$ cat src/rtl/uart_clock_pkg.sv
// ============================================================================
// Module      : uart_clock_pkg
// Description : Shared types and elaboration-time helpers for the UART tick
//               generator.
// Revision    : 1.0 - initial release
// ============================================================================
`default_nettype none

package uart_clock_pkg;

  typedef enum logic [1:0] {
    WAIT_LOCK = 2'd0,
    STABLE    = 2'd1,
    RUN       = 2'd2
  } lock_state_t;

  // Width of a channel index; a single channel still needs a 1-bit select.
  function automatic int calc_ch_w(input int num_ch);
    return (num_ch > 1) ? $clog2(num_ch) : 1;
  endfunction

  // round(baud * oversample * 2^acc_w / clk_hz), masked to acc_w bits.
  function automatic logic [63:0] calc_inc(
    input logic [63:0] clk_hz,
    input logic [63:0] baud,
    input logic [63:0] oversample,
    input int          acc_w
  );
    logic [63:0] num;
    logic [63:0] quo;
    num = (baud * oversample) << acc_w;
    quo = (num + (clk_hz >> 1)) / clk_hz;
    return quo & ((64'd1 << acc_w) - 64'd1);
  endfunction

endpackage

`default_nettype wire

$ cat src/rtl/uart_tick_channel.sv
// ============================================================================
// Module      : uart_tick_channel
// Description : One channel: programmable phase increment, fractional phase
//               accumulator, oversample counter and registered tick outputs.
// Revision    : 1.0 - initial release
// ============================================================================
`default_nettype none

module uart_tick_channel #(
  parameter int               ACC_W       = 24,
  parameter int               OVERSAMPLE  = 16,
  parameter logic [ACC_W-1:0] DEFAULT_INC = '0
) (
  input  logic             i_clk,
  input  logic             i_rst,
  input  logic             i_active,
  input  logic             i_inc_we,
  input  logic [ACC_W-1:0] i_inc_wdata,
  output logic             o_rx_tick,
  output logic             o_tx_tick
);

  localparam int              c_ov_w    = $clog2(OVERSAMPLE);
  localparam logic [c_ov_w-1:0] c_ov_last = c_ov_w'(OVERSAMPLE - 1);

  logic [ACC_W-1:0]  r_inc;
  logic [ACC_W-1:0]  r_acc;
  logic [c_ov_w-1:0] r_ov;
  logic              r_rx_tick;
  logic              r_tx_tick;

  logic [ACC_W:0]    w_sum;
  logic              w_carry;
  logic              w_ov_last;

  assign w_sum     = {1'b0, r_acc} + {1'b0, r_inc};
  assign w_carry   = w_sum[ACC_W];
  assign w_ov_last = (r_ov == c_ov_last);

  // The increment register is independent of activity so that rate settings
  // survive lock loss; acc/ov are kept across increment writes for glitch-free
  // rate changes.
  always_ff @(posedge i_clk) begin
    if (i_rst) begin
      r_inc     <= DEFAULT_INC;
      r_acc     <= '0;
      r_ov      <= '0;
      r_rx_tick <= 1'b0;
      r_tx_tick <= 1'b0;
    end else begin
      if (i_inc_we) begin
        r_inc <= i_inc_wdata;
      end
      if (i_active) begin
        r_acc     <= w_sum[ACC_W-1:0];
        r_rx_tick <= w_carry;
        r_tx_tick <= w_carry & w_ov_last;
        if (w_carry) begin
          r_ov <= w_ov_last ? '0 : r_ov + 1'b1;
        end
      end else begin
        r_acc     <= '0;
        r_ov      <= '0;
        r_rx_tick <= 1'b0;
        r_tx_tick <= 1'b0;
      end
    end
  end

  assign o_rx_tick = r_rx_tick;
  assign o_tx_tick = r_tx_tick;

endmodule

`default_nettype wire

$ cat src/rtl/uart_tick_gen.sv
// ============================================================================
// Module      : uart_tick_gen
// Description : Lock-qualified multi-channel UART baud-tick generator with
//               runtime-programmable fractional increments.
// Revision    : 1.0 - initial release
// ============================================================================
`default_nettype none

module uart_tick_gen
  import uart_clock_pkg::*;
#(
  parameter int CLK_HZ       = 100500000,
  parameter int NUM_CH       = 2,
  parameter int ACC_W        = 24,
  parameter int OVERSAMPLE   = 16,
  parameter int DEFAULT_BAUD = 115200,
  parameter int LOCK_STABLE  = 1024,
  localparam int CH_W        = calc_ch_w(NUM_CH)
) (
  input  logic              clock,
  input  logic              reset,
  input  logic              locked,
  output logic              ready,
  input  logic [NUM_CH-1:0] ch_enable,
  input  logic              cfg_valid,
  output logic              cfg_ready,
  input  logic [CH_W-1:0]   cfg_ch,
  input  logic [ACC_W-1:0]  cfg_inc,
  output logic [NUM_CH-1:0] rx_tick,
  output logic [NUM_CH-1:0] tx_tick
);

  localparam logic [ACC_W-1:0] c_default_inc =
    ACC_W'(calc_inc(64'(CLK_HZ), 64'(DEFAULT_BAUD), 64'(OVERSAMPLE), ACC_W));
  localparam int                c_cnt_w       = $clog2(LOCK_STABLE + 1);
  localparam logic [c_cnt_w-1:0] c_lock_stable = c_cnt_w'(LOCK_STABLE);

  lock_state_t        r_state;
  lock_state_t        w_state_next;
  logic [c_cnt_w-1:0] r_cnt;
  logic [c_cnt_w-1:0] w_cnt_next;
  logic               r_ready;
  logic               r_cfg_ready;
  logic               w_cfg_fire;

  // ---------------------------------------------------------------------------
  // Lock qualification
  // ---------------------------------------------------------------------------
  always_ff @(posedge clock) begin
    if (reset) begin
      r_state     <= WAIT_LOCK;
      r_cnt       <= '0;
      r_ready     <= 1'b0;
      r_cfg_ready <= 1'b0;
    end else begin
      r_state     <= w_state_next;
      r_cnt       <= w_cnt_next;
      r_ready     <= (w_state_next == RUN);
      r_cfg_ready <= 1'b1;
    end
  end

  always_comb begin
    w_state_next = r_state;
    w_cnt_next   = r_cnt;
    if (!locked) begin
      w_state_next = WAIT_LOCK;
      w_cnt_next   = '0;
    end else begin
      case (r_state)
        WAIT_LOCK: begin
          w_state_next = STABLE;
          w_cnt_next   = c_cnt_w'(1);
        end
        STABLE: begin
          if (r_cnt >= c_lock_stable) begin
            w_state_next = RUN;
          end else begin
            w_cnt_next = r_cnt + 1'b1;
          end
        end
        RUN: begin
          w_state_next = RUN;
        end
        default: begin
          w_state_next = WAIT_LOCK;
          w_cnt_next   = '0;
        end
      endcase
    end
  end

  assign ready     = r_ready;
  assign cfg_ready = r_cfg_ready;
  assign w_cfg_fire = cfg_valid & r_cfg_ready;

  // ---------------------------------------------------------------------------
  // Channels. Gating on the live locked level drops a carry that coincides
  // with lock loss, one edge before ready itself falls.
  // ---------------------------------------------------------------------------
  for (genvar gi = 0; gi < NUM_CH; gi++) begin : g_ch
    logic w_active;
    logic w_inc_we;

    assign w_active = r_ready & locked & ch_enable[gi];
    assign w_inc_we = w_cfg_fire & (cfg_ch == CH_W'(gi));

    uart_tick_channel #(
      .ACC_W      (ACC_W),
      .OVERSAMPLE (OVERSAMPLE),
      .DEFAULT_INC(c_default_inc)
    ) u_channel (
      .i_clk      (clock),
      .i_rst      (reset),
      .i_active   (w_active),
      .i_inc_we   (w_inc_we),
      .i_inc_wdata(cfg_inc),
      .o_rx_tick  (rx_tick[gi]),
      .o_tx_tick  (tx_tick[gi])
    );
  end

endmodule

`default_nettype wire

$ cat config.mk
export PLATFORM = sky130hd
export DESIGN_NAME = uart_tick_gen
export DESIGN_NICKNAME = d
export VERILOG_FILES = /design/src/rtl/uart_clock_pkg.sv /design/src/rtl/uart_tick_channel.sv /design/src/rtl/uart_tick_gen.sv
export SDC_FILE = /design/constraint.sdc
export NUM_CORES = 1
export LEC_CHECK = 0
export CAP_MARGIN = 5
export CORE_MARGIN = 4
export CORE_UTILIZATION = 54
export DETAILED_ROUTE_END_ITERATION = 10
export PLACE_DENSITY = 0.76
export SLEW_MARGIN = 25
export SYNTH_ARGS = -nofsm -noshare
export SYNTH_HDL_FRONTEND = slang
export SYNTH_SLANG_ARGS = --single-unit
$ cat constraint.sdc
create_clock -name clock -period 2.5 [get_ports clock]
set_input_delay 0.25 -clock clock [delete_from_list [all_inputs] [get_ports clock]]
set_output_delay 0.25 -clock clock [all_outputs]
set_load 0.01 [all_outputs]
==> results of run 1 <==
-- kinds of logic after synthesis --
logic type | count (synthesis)
xor+xnor | 41
mux | 3
buf+inv | 47
fa+ha+maj | 53
compound gates | 197
flops | 123
simple gates | 303
-- routing by layer --
| metal | up-vias | track usage [%] | part of all wire (%) | wire, um |
|---|---|---|---|---|
| met3 | 37 | 5.855 | 5.0 | 785 |
| met4 | 0 | 11.06 | 2.5 | 386 |
| met1 | 2718 | 29.17 | 44 | 6941 |
| met2 | 170 | 40.16 | 48 | 7493 |
| met5 | - | 0 | 0 | 0 |
| li1 | 2802 | - | - | - |
-- worst max path at each step --
stage	start	to	slack, ns	cells after the start
floorplan	g_ch[1].u_channel.r_acc[0]	g_ch[1].u_channel.r_ov[1]	0.05	9
global route	g_ch[0].u_channel.r_inc[0]	g_ch[0].u_channel.r_ov[2]	-0.007	9
finish	g_ch[0].u_channel.r_inc[5]	g_ch[0].u_channel.r_ov[2]	0.09	8
global placement	g_ch[1].u_channel.r_acc[0]	g_ch[1].u_channel.r_ov[1]	0.08	10
CTS	g_ch[0].u_channel.r_acc[0]	g_ch[0].u_channel.r_ov[2]	0.001	9
detailed placement	g_ch[0].u_channel.r_acc[0]	g_ch[0].u_channel.r_ov[1]	-0.03	9
-- flip-flops by register name, indices dropped and copies added, names as in the netlist, 2 cells and up --
| register | cells |
|---|---|
| r_cnt | 11 |
| g_ch.u_channel.o_tx_tick | 2 |
| g_ch.u_channel.r_acc | 48 |
| g_ch.u_channel.r_inc | 48 |
| g_ch.u_channel.o_rx_tick | 2 |
| g_ch.u_channel.r_ov | 8 |
| r_state | 2 |
-- worst max-delay path, stage by stage (launching register included) --
cell and delay [ns]:
sky130_fd_sc_hd__dfxtp_1 0.31, sky130_fd_sc_hd__ha_1 0.39, sky130_fd_sc_hd__o211ai_1 0.15, sky130_fd_sc_hd__o21a_1 0.22, sky130_fd_sc_hd__a211o_1 0.34, sky130_fd_sc_hd__a211oi_4 0.31
sky130_fd_sc_hd__a21oi_4 0.13, sky130_fd_sc_hd__or4_1 0.41, sky130_fd_sc_hd__nand2_1 0.08
-- area by class of cell --
type / instances / area (um^2)
clock inverters: 8 / 142.6
well taps: 143 / 178.9
clock buffers: 22 / 464.2
inverters: 10 / 37.54
repair buffers: 61 / 548.0
flip-flops and latches: 123 / 2462
fillers: 925 / 3855
multi-input cells: 597 / 3779
-- placed cells by master, fill, tap and decap left out, types with 3 or more instances in the layout --
master and instances:
sky130_fd_sc_hd__clkinv_2 3, sky130_fd_sc_hd__nor3_1 10, sky130_fd_sc_hd__clkdlybuf4s50_1 36, sky130_fd_sc_hd__clkbuf_16 17
sky130_fd_sc_hd__o21a_1 8, sky130_fd_sc_hd__clkbuf_1 3, sky130_fd_sc_hd__bufinv_16 4, sky130_fd_sc_hd__nor2_1 64
sky130_fd_sc_hd__or2_2 3, sky130_fd_sc_hd__nand4_1 12, sky130_fd_sc_hd__and2_1 8, sky130_fd_sc_hd__a21oi_1 73
sky130_fd_sc_hd__a31oi_1 5, sky130_fd_sc_hd__o21bai_1 7, sky130_fd_sc_hd__a211oi_1 4, sky130_fd_sc_hd__or3_1 3
sky130_fd_sc_hd__nor2b_1 4, sky130_fd_sc_hd__nand3_1 34, sky130_fd_sc_hd__a211oi_2 3, sky130_fd_sc_hd__and3_1 10
sky130_fd_sc_hd__xnor2_1 19, sky130_fd_sc_hd__nand2b_1 3, sky130_fd_sc_hd__nand2_1 138, sky130_fd_sc_hd__o31ai_1 5
sky130_fd_sc_hd__dfxtp_1 123, sky130_fd_sc_hd__o21ai_0 26, sky130_fd_sc_hd__buf_4 25, sky130_fd_sc_hd__inv_1 10
sky130_fd_sc_hd__xor2_1 22, sky130_fd_sc_hd__and4_1 4, sky130_fd_sc_hd__nor3b_1 5, sky130_fd_sc_hd__ha_1 50
sky130_fd_sc_hd__a21o_1 28, sky130_fd_sc_hd__o211ai_1 9
-- power breakdown --
| part | total [W] | switching [W] | internal (W) |
|---|---|---|---|
| clock | 0.00253 | 0.000833 | 0.00170 |
| combinational | 0.000271 | 0.000150 | 0.000121 |
| sequential | 0.00202 | 0.0000263 | 0.00200 |
-- stage by stage --
step	worst slack, ns	utilization (%)	instance area (um^2)	hold slack, ns	total power, W
2_1_floorplan	0.04886	-	6360	0.3740	0.002215
3_3_place_gp	0.08269	60.13	6895	0.4471	0.002318
3_5_place_dp	-0.02626	60.13	6895	0.4565	0.002328
4_1_cts	0.001471	65.72	7536	0.4267	0.004862
5_1_grt	-0.006843	66.38	7612	0.4343	0.004996
6_report	0.09134	66.38	7612	0.4401	0.004830
-- timing repair --
item / 4_1_cts / 5_1_grt
buffers inserted: 2 / 3
pin swaps: 2 / 4
resized for setup: 4 / 10
gates cloned: 0 / 0
setup endpoints to repair: 6 / 15
==> results.md, run 1 <==
| Result | Reported |
|---|---|
| Number of synthesized register bits | 123 |
| Leading post-synthesis cells by instance count | sky130_fd_sc_hd__nand2_1 (138), sky130_fd_sc_hd__dfxtp_1 (123), sky130_fd_sc_hd__a21oi_1 (73), sky130_fd_sc_hd__nor2_1 (64), sky130_fd_sc_hd__ha_1 (51) |
| Source of the worst hold timing path | cfg_inc[5] |
| Clock Latency Late Sink | 0.41 ns |
| Floorplan die width | 116.5 um |
| Total number of clock tree sinks | 123 |
| Critical path arrival | 2.76 ns |
| Nature of the critical path endpoint | flip-flop |
| Crit Path Category | flip-flop to flip-flop |
| Gr usage total | 24.03% |
| Worst path required time | 2.85 ns |
| Relative area change from synthesis to final layout | 19.69% |
| Post-synthesis compound-gate area fraction | 20.11% |
| Pin count of the biggest net entering global routing | 28 |
| Vias in the first global route | 5695 |
| Routability-driven placement congestion ratio | 0.9111 |
| Setup total negative slack | 0 ns |
| Cell leakage power | 3.290 nW |
| Grt ovf | 0 |
| Antenna diode count | 0 |
| Class of the worst hold path | input pin to flip-flop |
| Most common cell in the netlist | sky130_fd_sc_hd__nand2_1 |
| Clk_skew | 0.008645 ns |
| Largest family of logic cells by synthesized area | simple AND/OR/NAND/NOR gates |
| Startpoint of the worst-slack reg-to-reg timing path | g_ch[0].u_channel.r_inc[5] |
| Count of synthesis-stage warnings from yosys | 0 |
| Async set-reset flop share out of synthesis | 0% |
| Fin cells | 964 |
| Cts bufs inserted | 17 |
| ANT nets after route | 0 |
| Number of buffers inserted for hold repair after clock tree synthesis | 0 |
| Drt first pass iters | 4 |
| Number of top-level pins | 37 |
| Iteration-0 DRC count of the detailed router | 363 |
| Die area | 0.01358 mm^2 |
| Worst reg2reg path endpoint | g_ch[0].u_channel.r_ov[2] |
| Cell accounting for the most synthesized area | sky130_fd_sc_hd__dfxtp_1 |
| CTS tree | built |
| Final nets | 894 |
| Sum of routed wire length over all layers | 15.61 mm |
| Number of cells on the worst hold path | 3 |
| Worst Path Max Fanout | 7 |
| Clock-pin slew on the worst setup and hold paths | 0.05 ns |
| Area share of xor/xnor cells in the synthesized design | 5.646% |
| Post-DP HPWL | 11.07 mm |
| Final critical path time including I/O delays and setup | 2.409 ns |
| Synth Area in Simple Gates | 21.37% |
| Adder and majority gate portion of the synthesized area | 10.66% |
| Mean Syn Cell Area | 8.292 um^2 |
| Initial core utilization | 55.46% |
| Max-cap violations | 0 |
| Share of final-layout standard cells stronger than drive strength 1 | 8.526% |
| Buffers from clock root to sink, at most | 2 |
| Hold Vio Cnt, Final | 0 |
| Worst hold path endpoint | g_ch[1].u_channel.r_inc[5] |
| Count of port buffers added during placement | 36 |
| Worst Reg2Reg Path Length in Cells | 8 |
| Drc violations | 0 |
| Average wire per cell in the routed design | 16.19 um |
| Post-synth design cell area | 0.006360 mm^2 |
| Vias per cell | 5.941 |
| Top area cells in the synthesized netlist | sky130_fd_sc_hd__dfxtp_1 (39%), sky130_fd_sc_hd__ha_1 (10%), sky130_fd_sc_hd__nand2_1 (8.1%) |
| Status | complete, no violations |
| Number of enable-type register cells in the synthesized netlist | 0 |
| Power density over the cells | 634.5 mW/mm^2 |
| Core area | 0.01147 mm^2 |
| Floorplan row count | 39 |
| Peak Freq | 415.2 MHz |
| Final-report max-slew violation count | 0 |
| Clock root buffer master | sky130_fd_sc_hd__clkbuf_16 |
| Register-to-register setup slack | 0.09 ns |
| Gate count after technology mapping | 767 |
| Worst slew pin tran | 0.5243 ns |
| Wire length of the first global-routing pass | 25.76 mm |
| Antenna violations before repair | 0 |
| Post-synthesis mux area share | 0.4918% |
| Height of the chip | 116.5 um |
| Via total after detailed routing | 5727 |
| Setup violation total in the final timing report | 0 |
| Cell variety after synth | 58 |
| H-Tree Depth | 4 |
| Startpoint Class | flip-flop |
| Synthesized netlist net count | 851 |
| Post-synthesis sequential area ratio | 38.72% |
| Yosys top cell area share | 38.72% |
| Placed cell count | 929 |
| Largest vdd supply drop | 0.7198 mV |
| Final cycle utilization of the critical path | 96.35% |
| Primary flip-flop cell chosen by synthesis mapping | sky130_fd_sc_hd__dfxtp_1 |
| Tightest slew margin relative to the limit | 64.60% |
Note: power is estimated with default switching activity, not from simulation.
==> run 2, diff against run 1 <==
--- a/config.mk
+++ b/config.mk
@@ -5,6 +5,7 @@
 export SDC_FILE = /design/constraint.sdc
 export NUM_CORES = 1
 export LEC_CHECK = 0
+export ABC_CLOCK_PERIOD_IN_PS = 2500
 export CAP_MARGIN = 5
 export CORE_MARGIN = 4
 export CORE_UTILIZATION = 54
==> results of run 2 <==
Final layout, timing and power as in run 1 (identical DEF).
